`src/rtl/impulse_scheduler.sv`:
```
`default_nettype none
// ============================================================================
// Module   : impulse_scheduler
// Brief    : Probing-impulse train sequencer: GATE/BLANK windows and per-impulse
//            frequency strobes. IMPULSE_ABORT_EN adds an ABORT input.
// Revision : 1.0
// ============================================================================
module impulse_scheduler #(
  parameter int CNT_W  = 32,
  parameter int FREQ_W = 48
) (
  input  logic              clk,
  input  logic              rst_n,
  input  logic              clk_en,
  input  logic [63:0]       TIME,
  input  logic              SPI_WR,
`ifdef IMPULSE_ABORT_EN
  input  logic              ABORT,
`endif
  input  logic [FREQ_W-1:0] FREQ,
  input  logic [FREQ_W-1:0] FREQ_STEP,
  input  logic [63:0]       TIME_START,
  input  logic [15:0]       N_impulse,
  input  logic [7:0]        TYPE_impulse,
  input  logic [31:0]       Interval_Ti,
  input  logic [31:0]       Interval_Tp,
  input  logic [31:0]       Tblank1,
  input  logic [31:0]       Tblank2,
  output logic              GATE,
  output logic              BLANK,
  output logic [FREQ_W-1:0] FREQ_OUT,
  output logic              FREQ_UPD,
  output logic [15:0]       IMP_CNT,
  output logic              BUSY,
  output logic              DONE,
  output logic              CFG_ERR,
  output logic              LATE
);

  localparam logic [1:0] c_idle = 2'd0;
  localparam logic [1:0] c_wait = 2'd1;
  localparam logic [1:0] c_run  = 2'd2;
  localparam logic [1:0] c_fin  = 2'd3;
  localparam int         c_sum_w = CNT_W + 2;

  logic [1:0]         r_state, w_state_nx;
  logic [CNT_W-1:0]   r_ph, w_ph_nx;
  logic [15:0]        r_k, w_k_nx;
  logic               w_imp_start;

  logic [FREQ_W-1:0]  r_freq, r_step;
  logic [63:0]        r_tstart;
  logic [15:0]        r_n;
  logic               r_stepen;
  logic [CNT_W-1:0]   r_ti, r_tp, r_tb1, r_tb2;

  logic               r_pend;
  logic [FREQ_W-1:0]  r_p_freq, r_p_step;
  logic [63:0]        r_p_tstart;
  logic [15:0]        r_p_n;
  logic               r_p_stepen;
  logic [CNT_W-1:0]   r_p_ti, r_p_tp, r_p_tb1, r_p_tb2;

  logic [FREQ_W-1:0]  w_s_freq, w_s_step;
  logic [63:0]        w_s_tstart;
  logic [15:0]        w_s_n;
  logic               w_s_stepen;
  logic [CNT_W-1:0]   w_s_ti, w_s_tp, w_s_tb1, w_s_tb2;
  logic [c_sum_w-1:0] w_sum, w_e1, w_e2, w_e3, w_ph_x;
  logic               w_apply, w_cfg_ok, w_abort, w_unused;

  logic               w_gate_d, w_blank_d, w_upd_d, w_busy_d, w_done_d;
  logic [FREQ_W-1:0]  w_freq_d;
  logic [15:0]        w_cnt_d;

`ifdef IMPULSE_ABORT_EN
  assign w_abort = ABORT;
`else
  assign w_abort = 1'b0;
`endif
  assign w_unused = ^TYPE_impulse[7:1];

  // A direct write always wins over the buffered one.
  assign w_s_freq   = SPI_WR ? FREQ                : r_p_freq;
  assign w_s_step   = SPI_WR ? FREQ_STEP           : r_p_step;
  assign w_s_tstart = SPI_WR ? TIME_START          : r_p_tstart;
  assign w_s_n      = SPI_WR ? N_impulse           : r_p_n;
  assign w_s_stepen = SPI_WR ? TYPE_impulse[0]     : r_p_stepen;
  assign w_s_ti     = SPI_WR ? CNT_W'(Interval_Ti) : r_p_ti;
  assign w_s_tp     = SPI_WR ? CNT_W'(Interval_Tp) : r_p_tp;
  assign w_s_tb1    = SPI_WR ? CNT_W'(Tblank1)     : r_p_tb1;
  assign w_s_tb2    = SPI_WR ? CNT_W'(Tblank2)     : r_p_tb2;

  assign w_apply  = (((r_state == c_idle) || (r_state == c_fin)) && SPI_WR) ||
                    ((r_state == c_fin) && r_pend);
  assign w_sum    = c_sum_w'(w_s_tb1) + c_sum_w'(w_s_ti) + c_sum_w'(w_s_tb2);
  assign w_cfg_ok = (w_s_tp != '0) && (w_sum <= c_sum_w'(w_s_tp));

  assign w_e1   = c_sum_w'(r_tb1);
  assign w_e2   = w_e1 + c_sum_w'(r_ti);
  assign w_e3   = w_e2 + c_sum_w'(r_tb2);
  assign w_ph_x = c_sum_w'(w_ph_nx);

  always_ff @(posedge clk or negedge rst_n) begin
    if (!rst_n) begin
      r_state <= c_idle;
      r_ph    <= '0;
      r_k     <= '0;
    end else begin
      r_state <= w_state_nx;
      r_ph    <= w_ph_nx;
      r_k     <= w_k_nx;
    end
  end

  always_comb begin
    w_state_nx  = r_state;
    w_ph_nx     = r_ph;
    w_k_nx      = r_k;
    w_imp_start = 1'b0;
    case (r_state)
      c_idle, c_fin: begin
        w_state_nx = c_idle;
        if (w_apply && w_cfg_ok)
          w_state_nx = (w_s_n == 16'd0) ? c_fin : c_wait;
      end
      c_wait: begin
        if (w_abort) begin
          w_state_nx = c_fin;
        end else if (clk_en && (TIME >= r_tstart)) begin
          w_state_nx  = c_run;
          w_ph_nx     = '0;
          w_k_nx      = '0;
          w_imp_start = 1'b1;
        end
      end
      c_run: begin
        if (w_abort) begin
          w_state_nx = c_fin;
        end else if (clk_en) begin
          if (r_ph == r_tp - CNT_W'(1)) begin
            if (r_k == r_n - 16'd1) begin
              w_state_nx = c_fin;
            end else begin
              w_k_nx      = r_k + 16'd1;
              w_ph_nx     = '0;
              w_imp_start = 1'b1;
            end
          end else begin
            w_ph_nx = r_ph + CNT_W'(1);
          end
        end
      end
      default: w_state_nx = c_idle;
    endcase
  end

  // Outputs are computed from the next state so the registered copies line up with it.
  always_comb begin
    w_gate_d  = 1'b0;
    w_blank_d = 1'b0;
    w_busy_d  = (w_state_nx == c_wait) || (w_state_nx == c_run);
    w_done_d  = (w_state_nx == c_fin);
    w_upd_d   = w_imp_start;
    w_freq_d  = FREQ_OUT;
    w_cnt_d   = IMP_CNT;
    if (w_state_nx == c_run) begin
      w_gate_d  = (w_ph_x >= w_e1) && (w_ph_x < w_e2);
      w_blank_d = (w_ph_x < w_e1) || ((w_ph_x >= w_e2) && (w_ph_x < w_e3));
    end
    if (w_imp_start) begin
      w_cnt_d = w_k_nx;
      if (r_state == c_wait)
        w_freq_d = r_freq;
      else if (r_stepen)
        w_freq_d = FREQ_OUT + r_step;
    end
  end

  always_ff @(posedge clk or negedge rst_n) begin
    if (!rst_n) begin
      GATE     <= 1'b0;
      BLANK    <= 1'b0;
      FREQ_UPD <= 1'b0;
      BUSY     <= 1'b0;
      DONE     <= 1'b0;
      FREQ_OUT <= '0;
      IMP_CNT  <= '0;
    end else begin
      GATE     <= w_gate_d;
      BLANK    <= w_blank_d;
      FREQ_UPD <= w_upd_d;
      BUSY     <= w_busy_d;
      DONE     <= w_done_d;
      FREQ_OUT <= w_freq_d;
      IMP_CNT  <= w_cnt_d;
    end
  end

  always_ff @(posedge clk or negedge rst_n) begin
    if (!rst_n) begin
      r_freq   <= '0;
      r_step   <= '0;
      r_tstart <= '0;
      r_n      <= '0;
      r_stepen <= 1'b0;
      r_ti     <= '0;
      r_tp     <= '0;
      r_tb1    <= '0;
      r_tb2    <= '0;
      CFG_ERR  <= 1'b0;
      LATE     <= 1'b0;
    end else begin
      if (w_apply) begin
        r_freq   <= w_s_freq;
        r_step   <= w_s_step;
        r_tstart <= w_s_tstart;
        r_n      <= w_s_n;
        r_stepen <= w_s_stepen;
        r_ti     <= w_s_ti;
        r_tp     <= w_s_tp;
        r_tb1    <= w_s_tb1;
        r_tb2    <= w_s_tb2;
        CFG_ERR  <= !w_cfg_ok;
        LATE     <= 1'b0;
      end else if ((r_state == c_wait) && w_imp_start && (TIME > r_tstart)) begin
        LATE <= 1'b1;
      end
    end
  end

  always_ff @(posedge clk or negedge rst_n) begin
    if (!rst_n) begin
      r_pend     <= 1'b0;
      r_p_freq   <= '0;
      r_p_step   <= '0;
      r_p_tstart <= '0;
      r_p_n      <= '0;
      r_p_stepen <= 1'b0;
      r_p_ti     <= '0;
      r_p_tp     <= '0;
      r_p_tb1    <= '0;
      r_p_tb2    <= '0;
    end else if (((r_state == c_wait) || (r_state == c_run)) && SPI_WR) begin
      r_pend     <= 1'b1;
      r_p_freq   <= FREQ;
      r_p_step   <= FREQ_STEP;
      r_p_tstart <= TIME_START;
      r_p_n      <= N_impulse;
      r_p_stepen <= TYPE_impulse[0];
      r_p_ti     <= CNT_W'(Interval_Ti);
      r_p_tp     <= CNT_W'(Interval_Tp);
      r_p_tb1    <= CNT_W'(Tblank1);
      r_p_tb2    <= CNT_W'(Tblank2);
    end else if (r_state == c_fin) begin
      r_pend <= 1'b0;
    end
  end

endmodule
`default_nettype wire

```
`config.mk`:
```
export PLATFORM = sky130hd
export DESIGN_NAME = impulse_scheduler
export DESIGN_NICKNAME = d
export VERILOG_FILES = /design/src/rtl/impulse_scheduler.sv
export SDC_FILE = /design/constraint.sdc
export NUM_CORES = 2
export LEC_CHECK = 0
export ABC_AREA = 1
export CAP_MARGIN = 15
export CORE_ASPECT_RATIO = 0.9
export CORE_MARGIN = 1.5
export CORE_UTILIZATION = 42
export DETAILED_ROUTE_END_ITERATION = 6
export PLACE_DENSITY = 0.59
export REMOVE_ABC_BUFFERS = 1
export SLEW_MARGIN = 20
export SYNTH_ARGS = -nofsm -noshare
export SYNTH_HDL_FRONTEND = slang
export SYNTH_SLANG_ARGS = --single-unit
```
`constraint.sdc`:
```
create_clock -name clk -period 6.8 [get_ports clk]
set_clock_uncertainty 0.15 [all_clocks]
set_input_delay 1.02 -clock clk [delete_from_list [all_inputs] [get_ports clk]]
set_output_delay 1.02 -clock clk [all_outputs]
set_load 0.02 [all_outputs]
```
==> impl_metrics.py <==
metrics = {
    "pwr": {
        "power.density_nw_per_um2": 535.9,
        "ir_drop_mv": 0.3118,
        "cellLeakagePower_uw": 0.02769,
    },
    "floorplanning": {
        "fp.dieW_um": 356.3,
        "fp-row-count": 116,
        "dieArea_um2": 114400,
        "fp.dieH_um": 321.0,
        "core_area_um2": 111300,
        "io_pins": 451,
        "floorplan.initialDensity_pct": 42.39,
    },
    "global_route": {
        "grt_pass1_wl_um": 237500,
        "grt_pass1_vias": 40781,
        "antenna_found_initial": 18,
        "grt_use_total_pct": 26.57,
        "grt_max_degree": 236,
        "overflow": 0,
    },
    "cells_and_area": {
        "fin_nets": 7321,
        "multiInputGateArea_um2": 25700,
        "fill_cells": 10622,
        "drive_above_1_share_pct": 11.46,
        "finish.utilization_pct": 52.29,
        "regArea_um2": 18320,
        "stdcell_area_um2": 58210,
        "layout_common_cells": "1,446 x nand2_1, 732 x dfrtp_1, 613 x inv_1",
        "area_growth_pct": 23.35,
        "final_common_cell": "nand2_1",
    },
    "placement": {
        "port-buffer-count": 443,
        "place_congestion": 0.9262,
        "dp.final_hpwl_um": 117600,
        "dpl_cell_area_um2": 55010,
    },
    "setup_path": {
        "end_kind": "register",
        "arrival_ns": 6.75,
        "cp-start-kind": "input pin",
        "cp_slowest_cell": "fa_1",
        "worst-path-buf-inv": 8,
        "r2r_start": "r_ti[2]",
        "critPathRequiredTime_ns": 7.20,
        "r2r_slack_ns": 0.59,
        "cp_max_fo": 4,
        "cpLargestDelayFamily": "compound AO/OA/AOI/OAI gates",
        "crit_start": "Tblank2[3]",
        "crit_type": "in -> reg",
        "path_common_cell": "nand2_1",
        "critPathMaxStageDelay_ns": 0.51,
    },
    "synthesis": {
        "ys_seq_elements": 732,
        "netlist_instances": 5953,
        "yosysUniqueCellTypes": 60,
        "synth_flop_cell": "dfrtp_1",
        "syn_area_um2": 47190,
        "synth_edf_count": 0,
        "ys_warn_count": 0,
        "seq_area_frac_synth_pct": 38.82,
        "synth_async_sr_flop_share_pct": 100.0,
        "avgSynthCellArea_um2": 7.927,
    },
    "job": {
        "cap_violations": 0,
    },
    "route": {
        "routed_via_density": 5.283,
        "wl_met2_um": 68800,
        "routed_wl_um": 153700,
        "dr_wl_met3_um": 8807,
        "first_pass_iters": 7,
        "drt-initial-drc-count": 3633,
        "dr_total_vias": 42910,
        "wl_per_cell_um": 18.93,
        "top_layer_used": "met5",
        "ant_nets": 0,
        "drc": 75,
        "wl_met1_um": 72940,
    },
    "sta": {
        "relSlewSlack_pct": 18.60,
        "drv_slew": 0,
        "setup_viol": 0,
        "hold_violations": 0,
        "fin_crit_ns": 6.350,
        "fmax_mhz": 157.5,
        "hold_slack_ns": 0.1902,
        "tightest_slew_ns": 1.208,
        "period_share_pct": 93.38,
    },
    "run_status": {
        "status": "complete, but fails checks",
        "violations": "DRC",
    },
    "clocking": {
        "htreeDepth": 3,
        "clk_latency_ns": 0.70,
        "cts.sinks": 732,
        "cts.clk_slew.worst_paths_ns": 0.06,
        "root_buffer": "clkbuf_16",
        "clockBufferDepth": 3,
        "cts_buffers": 86,
        "cts_tree": "yes",
    },
    "hold_path": {
        "hold_class": "in -> async",
    },
}
synth_stat cells (4+ instances only):
library cell	instances	area, um2
nand2_1	1447	5431
dfrtp_1	732	18320
inv_1	615	2308
o21ai_0	536	2683
nor2_1	497	1866
ha_1	342	4279
a21oi_1	335	1677
mux2_2	239	2691
clkbuf_1	211	792.0
a31oi_1	202	1264
nand3_1	136	680.7
xor2_1	108	945.9
nand4_1	80	500.5
xnor2_1	68	595.6
nor3_1	60	300.3
o21ai_1	50	250.2
fa_1	36	720.7
o211ai_1	31	232.7
nor4_1	29	181.4
o21bai_1	16	120.1
nand3b_1	15	112.6
a21o_1	13	97.59
a21boi_0	12	90.09
o21a_1	12	90.09
buf_1	11	41.29
o31ai_1	11	82.58
a211oi_1	10	75.07
inv_2	10	37.54
nor2_2	8	50.05
o221ai_1	8	70.07
o22ai_1	8	50.05
or2_2	8	50.05
nand2_2	6	37.54
buf_6	5	56.30
nor3b_1	5	37.54
a221oi_1	4	35.03
and2_1	4	25.02
buf_2	4	20.02
metal layers:
layer | global-route usage (%) | up-vias
met5 | 0 | -
met4 | 5.957 | 10
met3 | 4.102 | 193
met2 | 41.67 | 1005
met1 | 38.42 | 20551
li1 | - | 21151
power by group:
part	switching [uW]	internal, uW	total (uW)
Clock	2040	3010	5050
Combinational	10800	7560	18300
Sequential	1440	6360	7800
Total	14300	16900	31200
state kept, by name, indices dropped and copies added, names as in the netlist, 48 cells and up:
register	flops
r_tstart	64
r_step	48
r_p_step	48
r_freq	48
r_p_tstart	64
FREQ_OUT	48
r_p_freq	48
final timing paths:
check,end,cells past startpoint
max,GATE,38
min,r_p_freq[3],1
max reg2reg,BLANK,30
min reg2reg,IMP_CNT[12],2
max in group asynchronous,r_p_ti[24],2
min in group clk,IMP_CNT[12],2
per-stage QoR:
step                      power, uW     TNS, ns  cells  setup slack [ns]
after global placement        25630      -4.430   7948           -0.8902
after CTS                     31170           0   8107           0.02510
after detailed placement      25930      -4.862   7948           -0.9746
final                         31200           0   8123            0.4499
after floorplan               20530    -8511.95   5721            -24.96
after global routing          34000  -0.0008913   8118        -0.0008913
repair_timing:
item / 4_1_cts / 5_1_grt
setup buffers: 0 / 2
setup endpoints to repair: 3 / 6
hold buffers: 0 / 0
pin swaps: 0 / 4
gates resized for setup: 8 / 24
final cells by class:
type                            instances  area share [%]
Multi-Input combinational cell       4364           44.16
Inverter                              625           4.043
Sequential cell                       732           31.47
Tap cell                             1475           3.171
Timing Repair Buffer                  754           11.84
Clock inverter                         51           1.212
Antenna cell                           14         0.06019
Clock buffer                          108           4.046
cells by family after synthesis:
logic type / share of synthesized area [%]
AND/OR/NAND/NOR: 19.86
AO/OA/AOI/OAI: 14.76
buffers and inverters: 6.915
flip-flops: 38.82
adder cells (fa/ha/maj): 10.60
multiplexers: 5.746
XOR/XNOR: 3.301
No activity file was read; power rests on OpenSTA's default activity.
